==> src/rtl/sd_pkg.sv <==
// -----------------------------------------------------------------------------
// sd_pkg
// Shared types and constants for the SD DAT-line transmit path.
//   sd_state_e    : block-write sequencer states
//   CRC16_POLY    : CRC16-CCITT generator polynomial (x^16 + x^12 + x^5 + 1)
//   SD_DAT_IDLE   : value driven on DAT[3:0] when no symbol is being sent
//   SD_CRC_BITS   : CRC bits appended per DAT lane
//   SD_CRC_IDX_W  : width of the CRC bit index
// -----------------------------------------------------------------------------
package sd_pkg;

    typedef enum logic [2:0] {
        IDLE,
        START,
        DATA,
        CRC,
        END
    } sd_state_e;

    localparam logic [15:0] CRC16_POLY   = 16'h1021;
    localparam logic [3:0]  SD_DAT_IDLE  = 4'hF;
    localparam int          SD_CRC_BITS  = 16;
    localparam int          SD_CRC_IDX_W = $clog2(SD_CRC_BITS);

endpackage

==> src/rtl/sd_crc16_lane.sv <==
// -----------------------------------------------------------------------------
// sd_crc16_lane
// Serial CRC16-CCITT accumulator for one DAT line (init 0, MSB-first input).
//   clk, rst_n : clock, asynchronous active-low reset
//   clr        : synchronous clear to 0 (wins over en)
//   en         : fold din into the CRC this cycle
//   din        : serial data bit
//   crc        : current CRC register
// -----------------------------------------------------------------------------
module sd_crc16_lane
    import sd_pkg::*;
(
    input  logic        clk,
    input  logic        rst_n,
    input  logic        clr,
    input  logic        en,
    input  logic        din,
    output logic [15:0] crc
);

    logic [15:0] crc_q;
    logic [15:0] crc_d;
    logic        dx;

    // NOTE: every signal written here gets a default before any branch, so no
    // path leaves it unassigned and no latch is inferred.
    always_comb begin
        crc_d = crc_q;
        dx    = din ^ crc_q[15];
        if (clr) begin
            crc_d = '0;
        end else if (en) begin
            crc_d = {crc_q[14:0], 1'b0} ^ (dx ? CRC16_POLY : 16'h0000);
        end
    end

    // NOTE: state registers use non-blocking assignments so every flop samples
    // the pre-edge values regardless of process ordering.
    always_ff @(posedge clk or negedge rst_n) begin
        if (!rst_n) begin
            crc_q <= '0;
        end else begin
            crc_q <= crc_d;
        end
    end

    assign crc = crc_q;

endmodule

==> src/rtl/sd_dat_tx_seq.sv <==
// -----------------------------------------------------------------------------
// sd_dat_tx_seq
// Sends one 4-bit-wide SD write data block: start bit, BLOCK_LEN_NIB payload
// nibbles, 16 CRC16 bits per lane (MSB first), end bit.
//   clk, rst_n  : clock, asynchronous active-low reset
//   start       : request one block (sampled in IDLE only)
//   abort       : synchronous abort, highest priority
//   data        : payload nibble, data[i] -> DAT[i]
//   data_valid  : payload nibble available
//   data_ready  : nibble accepted this cycle (when data_valid is also high)
//   dat_out     : registered DAT[3:0] value to pads
//   dat_oe      : registered pad output enable
//   bus_tick    : registered; dat_out holds a new symbol for the SD clock
//   busy        : sequencer is not IDLE
//   done        : one-cycle pulse after the end bit
// -----------------------------------------------------------------------------
module sd_dat_tx_seq
    import sd_pkg::*;
#(
    parameter int BLOCK_LEN_NIB = 1024,
    parameter int CNT_W         = $clog2(BLOCK_LEN_NIB + 1)
) (
    input  logic       clk,
    input  logic       rst_n,
    input  logic       start,
    input  logic       abort,
    input  logic [3:0] data,
    input  logic       data_valid,
    output logic       data_ready,
    output logic [3:0] dat_out,
    output logic       dat_oe,
    output logic       bus_tick,
    output logic       busy,
    output logic       done
);

    localparam logic [CNT_W-1:0]        LAST_NIB = CNT_W'(BLOCK_LEN_NIB - 1);
    localparam logic [SD_CRC_IDX_W-1:0] LAST_BIT = SD_CRC_IDX_W'(SD_CRC_BITS - 1);

    sd_state_e               state_q, state_d;
    logic [CNT_W-1:0]        cnt_q, cnt_d;
    logic [SD_CRC_IDX_W-1:0] k_q, k_d;
    logic [3:0]              dat_out_q, dat_out_d;
    logic                    dat_oe_q, dat_oe_d;
    logic                    bus_tick_q, bus_tick_d;
    logic                    done_q, done_d;

    logic [15:0]             lane_crc [4];
    logic [SD_CRC_IDX_W-1:0] bit_idx;
    logic [3:0]              crc_bits;
    logic                    accept;
    logic                    lane_clr;

    assign data_ready = (state_q == DATA) && (cnt_q <= LAST_NIB);
    assign accept     = data_ready && data_valid && !abort;
    assign lane_clr   = (state_q == IDLE) && start && !abort;

    for (genvar i = 0; i < 4; i++) begin : g_lane
        sd_crc16_lane u_lane (
            .clk   (clk),
            .rst_n (rst_n),
            .clr   (lane_clr),
            .en    (accept),
            .din   (data[i]),
            .crc   (lane_crc[i])
        );
    end

    // Lanes are frozen during CRC; the transmitted bit is selected by k.
    assign bit_idx = LAST_BIT - k_q;
    always_comb begin
        for (int i = 0; i < 4; i++) begin
            crc_bits[i] = lane_crc[i][bit_idx];
        end
    end

    always_comb begin
        state_d    = state_q;
        cnt_d      = cnt_q;
        k_d        = k_q;
        dat_out_d  = dat_out_q;
        dat_oe_d   = dat_oe_q;
        bus_tick_d = 1'b0;
        done_d     = 1'b0;

        case (state_q)
            IDLE: begin
                dat_out_d = SD_DAT_IDLE;
                dat_oe_d  = 1'b0;
                // Only the end bit leaves IDLE with both tick and oe registered high.
                done_d    = bus_tick_q && dat_oe_q;
                if (start) state_d = START;
            end
            START: begin
                dat_out_d  = 4'h0;
                dat_oe_d   = 1'b1;
                bus_tick_d = 1'b1;
                cnt_d      = '0;
                state_d    = DATA;
            end
            DATA: begin
                // Without a nibble dat_out holds and no tick is issued (clock stall).
                if (accept) begin
                    dat_out_d  = data;
                    bus_tick_d = 1'b1;
                    cnt_d      = cnt_q + CNT_W'(1);
                    if (cnt_q == LAST_NIB) begin
                        k_d     = '0;
                        state_d = CRC;
                    end
                end
            end
            CRC: begin
                dat_out_d  = crc_bits;
                bus_tick_d = 1'b1;
                k_d        = k_q + SD_CRC_IDX_W'(1);
                if (k_q == LAST_BIT) state_d = END;
            end
            END: begin
                dat_out_d  = SD_DAT_IDLE;
                dat_oe_d   = 1'b1;
                bus_tick_d = 1'b1;
                state_d    = IDLE;
            end
            default: state_d = IDLE;
        endcase

        if (abort) begin
            state_d    = IDLE;
            dat_out_d  = SD_DAT_IDLE;
            dat_oe_d   = 1'b0;
            bus_tick_d = 1'b0;
        end
    end

    // NOTE: reset is asynchronous so the pads are released the moment rst_n
    // falls, without waiting for a clock edge.
    always_ff @(posedge clk or negedge rst_n) begin
        if (!rst_n) begin
            state_q    <= IDLE;
            cnt_q      <= '0;
            k_q        <= '0;
            dat_out_q  <= SD_DAT_IDLE;
            dat_oe_q   <= 1'b0;
            bus_tick_q <= 1'b0;
            done_q     <= 1'b0;
        end else begin
            state_q    <= state_d;
            cnt_q      <= cnt_d;
            k_q        <= k_d;
            dat_out_q  <= dat_out_d;
            dat_oe_q   <= dat_oe_d;
            bus_tick_q <= bus_tick_d;
            done_q     <= done_d;
        end
    end

    assign dat_out  = dat_out_q;
    assign dat_oe   = dat_oe_q;
    assign bus_tick = bus_tick_q;
    assign busy     = (state_q != IDLE);
    assign done     = done_q;

endmodule

==> config.mk <==
export PLATFORM = sky130hd
export DESIGN_NAME = sd_dat_tx_seq
export DESIGN_NICKNAME = d
export VERILOG_FILES = /design/src/rtl/sd_pkg.sv /design/src/rtl/sd_crc16_lane.sv /design/src/rtl/sd_dat_tx_seq.sv
export SDC_FILE = /design/constraint.sdc
export NUM_CORES = 1
export LEC_CHECK = 0
export BUFFER_PORTS_ARGS = -buffer_cell sky130_fd_sc_hd__buf_2
export CORE_MARGIN = 3
export CORE_UTILIZATION = 31
export CTS_CLUSTER_DIAMETER = 60
export CTS_CLUSTER_SIZE = 14
export DETAILED_ROUTE_END_ITERATION = 10
export PLACE_DENSITY = 0.51
export SKIP_LAST_GASP = 1
export SLEW_MARGIN = 20
export SYNTH_ARGS = -nofsm -noshare
export SYNTH_HDL_FRONTEND = slang
export SYNTH_HIERARCHICAL = 1
export SYNTH_SLANG_ARGS = --single-unit
==> constraint.sdc <==
create_clock -name clk -period 2.4 [get_ports clk]
set_clock_uncertainty 0.1 [all_clocks]
set_input_delay 0.24 -clock clk [delete_from_list [all_inputs] [get_ports clk]]
set_output_delay 0.24 -clock clk [all_outputs]
set_load 0.03 [all_outputs]
==> flow_summary.json <==
{
  "status": "completed",
  "startpoint": "cnt_q[0]$_DFFE_PN0P_",
  "crit_path_max_incr_delay_ns": 0.43,
  "seq_area_frac_synth": 0.479,
  "diodes": 0,
  "crit_chain": "ha_1 -> nor4_4 -> buf_4 -> nor3b_1 -> buf_2",
  "die_x_um": 129,
  "critical_path.startpoint_type": "flip-flop",
  "cellLeakagePower_nw": 2.22,
  "die_area_sq_um": 16500,
  "syn_area_sq_um": 4660,
  "ys_warn_count": 6,
  "hpwl_um": 6700,
  "hp-start": "data[0]",
  "ys_seq_elements": 89,
  "synthSimpleGateAreaFrac": 0.190,
  "portBuffers": 17,
  "required_ns": 2.06,
  "grt_max_degree": 81,
  "stdcell_count": 653,
  "start_util": 0.318,
  "num_io_pins": 18,
  "drive_gt1_frac": 0.130,
  "synth_compound_area_frac": 0.0741,
  "yosys-mux-area-fraction": 0.188,
  "synth_cell_types": 46,
  "cts-root-buf": "clkbuf_16",
  "worst_pin_slew_ns": 0.562,
  "cts_sinks": 89,
  "wl_per_cell_um": 15.4,
  "ir_drop_uv": 312,
  "drc": 0,
  "powerDensity_nw_per_um2": 737,
  "synth_nets": 455,
  "htreeDepth": 3,
  "rr_startpoint": "cnt_q[10]$_DFFE_PN0P_",
  "rows": 44,
  "register_area_sq_um": 2230,
  "synth_cells": 444,
  "grt_antenna_before_repair": 0,
  "cap_violations": 0,
  "drtAntennaViolNets": 0,
  "cts_tree": "done",
  "grt_pass1_wl_um": 17600,
  "wl_um": 10100,
  "vias": 3421,
  "grt_pass1_vias": 3501,
  "slew_violations": 0,
  "synth.area.top_cells": "dfrtp_1, mux2i_1, nor2_1",
  "gp_congestion": 0.772,
  "worst-path-buf-inv": 2,
  "synth_top_area_cell": "dfrtp_1",
  "clk_pin_slew_worst_paths_ns": 0.06,
  "cts_setup_buffers": 0,
  "arrival_ns": 1.83,
  "nFillCells": 1479,
  "drt-initial-drc-count": 214,
  "hp-class": "primary input to flip-flop",
  "dr.pass1.iters": 4,
  "synthAdderAreaFrac": 0.00537,
  "fmax_ghz": 0.462,
  "p_total_w": 0.00393,
  "design.core.area_sq_um": 14600,
  "grt-ovfl-total": 0,
  "hold_viol_final": 0,
  "clockBufferDepth": 2,
  "finalSetupTns_ns": 0,
  "path_max_fanout": 5,
  "crit_cells": 5,
  "fin_crit_ns": 2.17,
  "yosysTopAreaCellShare": 0.456,
  "critical_path_class": "flip-flop to output port",
  "reg2reg_depth": 6,
  "setup_viol": 0,
  "endpoint_kind": "output port",
  "crit_family": "flip-flops",
  "rsz0062_at_grt": "no",
  "min_path_cells": 2,
  "placed_cells": 636,
  "areaGrowthSynthToFinish_pct": 14.5,
  "vias_per_cell": 5.24,
  "syn_avg_cell_area_sq_um": 10.5,
  "cts-buffers-inserted": 9,
  "fin_crit_sh": 0.902,
  "clk_latency_ns": 0.35,
  "synth_top_family_by_area": "simple AND/OR/NAND/NOR gates",
  "grt.total_usage": 0.132,
  "nets": 475,
  "dieHeight_um": 129,
  "synth_xor_area_frac": 0.0207,
  "slew_headroom": 0.625,
  "cp_slowest_cell": "dfrtp_1",
  "multi_input_area_sq_um": 2250
}
==> metal layers <==
layer  GRT usage  up-vias  share of wire
met1       0.187     1713           0.50
met4      0.0352        0          0.011
met3      0.0390       10          0.041
li1            -     1639              -
met2       0.197       59           0.45
met5           0        -              0
==> cell usage after synthesis (all sizes together) <==
library cell	n
dfrtp	85
or3b	2
a31oi	2
o2111ai	1
clkbuf	17
a211oi	7
o21ai	5
ha	2
nor3b	4
a311oi	2
and2	1
inv	8
mux2i	83
nand4b	8
a22o	2
nand2	16
o21a	1
and3	2
nor4b	2
nand3	18
o31ai	1
nor2b	3
or3	1
nor4	8
or4b	8
nand3b	1
nor2	85
a22oi	13
buf	13
a21oi	5
dfstp	4
mux4	2
nand2b	4
nand4	2
a221o	3
nor3	7
a221oi	1
o311ai	4
xnor2	11
==> state kept, by name, summed over array words and instances (netlist names) <==
| name | cells |
|---|---|
| state_q | 3 |
| cnt_q | 11 |
| done | 1 |
| dat_oe | 1 |
| bus_tick | 1 |
| dat_out | 4 |
| g_lane.u_lane/crc | 64 |
| k_q | 4 |
==> power breakdown <==
group | internal [W] | switching (W)
Clock | 0.000810 | 0.000559
Sequential | 0.00158 | 0.000162
Combinational | 0.000373 | 0.000445
==> final cells by class <==
| type | instances | area share |
|---|---|---|
| multi-input cells | 317 | 0.421 |
| flip-flops and latches | 89 | 0.419 |
| repair buffers | 39 | 0.0596 |
| clock buffers | 15 | 0.0464 |
| well taps | 184 | 0.0431 |
| clock inverters | 1 | 0.00563 |
| inverters | 8 | 0.00563 |
==> placed cells by master (no fill, tap or decap), types with 9 or more instances in the layout <==
cell and count:
a22oi_1 13, buf_2 16, buf_4 17, clkbuf_16 9, dfrtp_1 84, mux2i_1 83
nand2_1 16, nand3_1 18, nor2_1 84, xnor2_1 11
==> through the flow <==
| stage | util | worst slack (ns) | instance area [sq um] | hold WS [ns] |
|---|---|---|---|---|
| global placement | 0.345 | 0.314 | 5050 | 0.112 |
| detailed placement | 0.345 | 0.261 | 5050 | 0.115 |
| finish | 0.364 | 0.234 | 5340 | 0.0801 |
| global route | 0.364 | 0.0869 | 5340 | 0.0667 |
| floorplan | - | 0.0375 | 4670 | -0.156 |
| CTS | 0.364 | 0.188 | 5340 | 0.0626 |
==> worst reg2reg max path, stage by stage (launching register included) <==
cell and delay [ns]:
dfrtp_1 0.40, or3b_1 0.39, nand2b_1 0.21, nor2_4 0.19
buf_12 0.20, or4b_1 0.46, o311ai_1 0.10
==> what timing repair did <==
item,4_1_cts,5_1_grt
hold buffers,1,0
resized for setup,0,0
hold endpoints to repair,32,0
==> cell families (layout without fill, tap and decap cells) <==
family | after synthesis | count (layout)
simple gates | 172 | 172
flops | 89 | 89
buf+inv | 38 | 63
compound gates | 47 | 47
mux | 85 | 85
xor+xnor | 11 | 11
fa+ha+maj | 2 | 2
==> final timing paths <==
path | to | slack (ns)
setup / recovery | data_ready | 0.23
hold / removal | dat_out[0]$_DFFE_PN1P_ | 0.08
setup reg to reg | g_lane[3].u_lane/crc[5]$_DFFE_PN0P_ | 0.27
hold reg to reg | done$_DFF_PN0_ | 0.41
max in group asynchronous | dat_out[1]$_DFFE_PN1P_ | 1.22
min in group asynchronous | g_lane[1].u_lane/crc[13]$_DFFE_PN0P_ | 0.27
No activity file was read; power rests on OpenSTA's default activity.
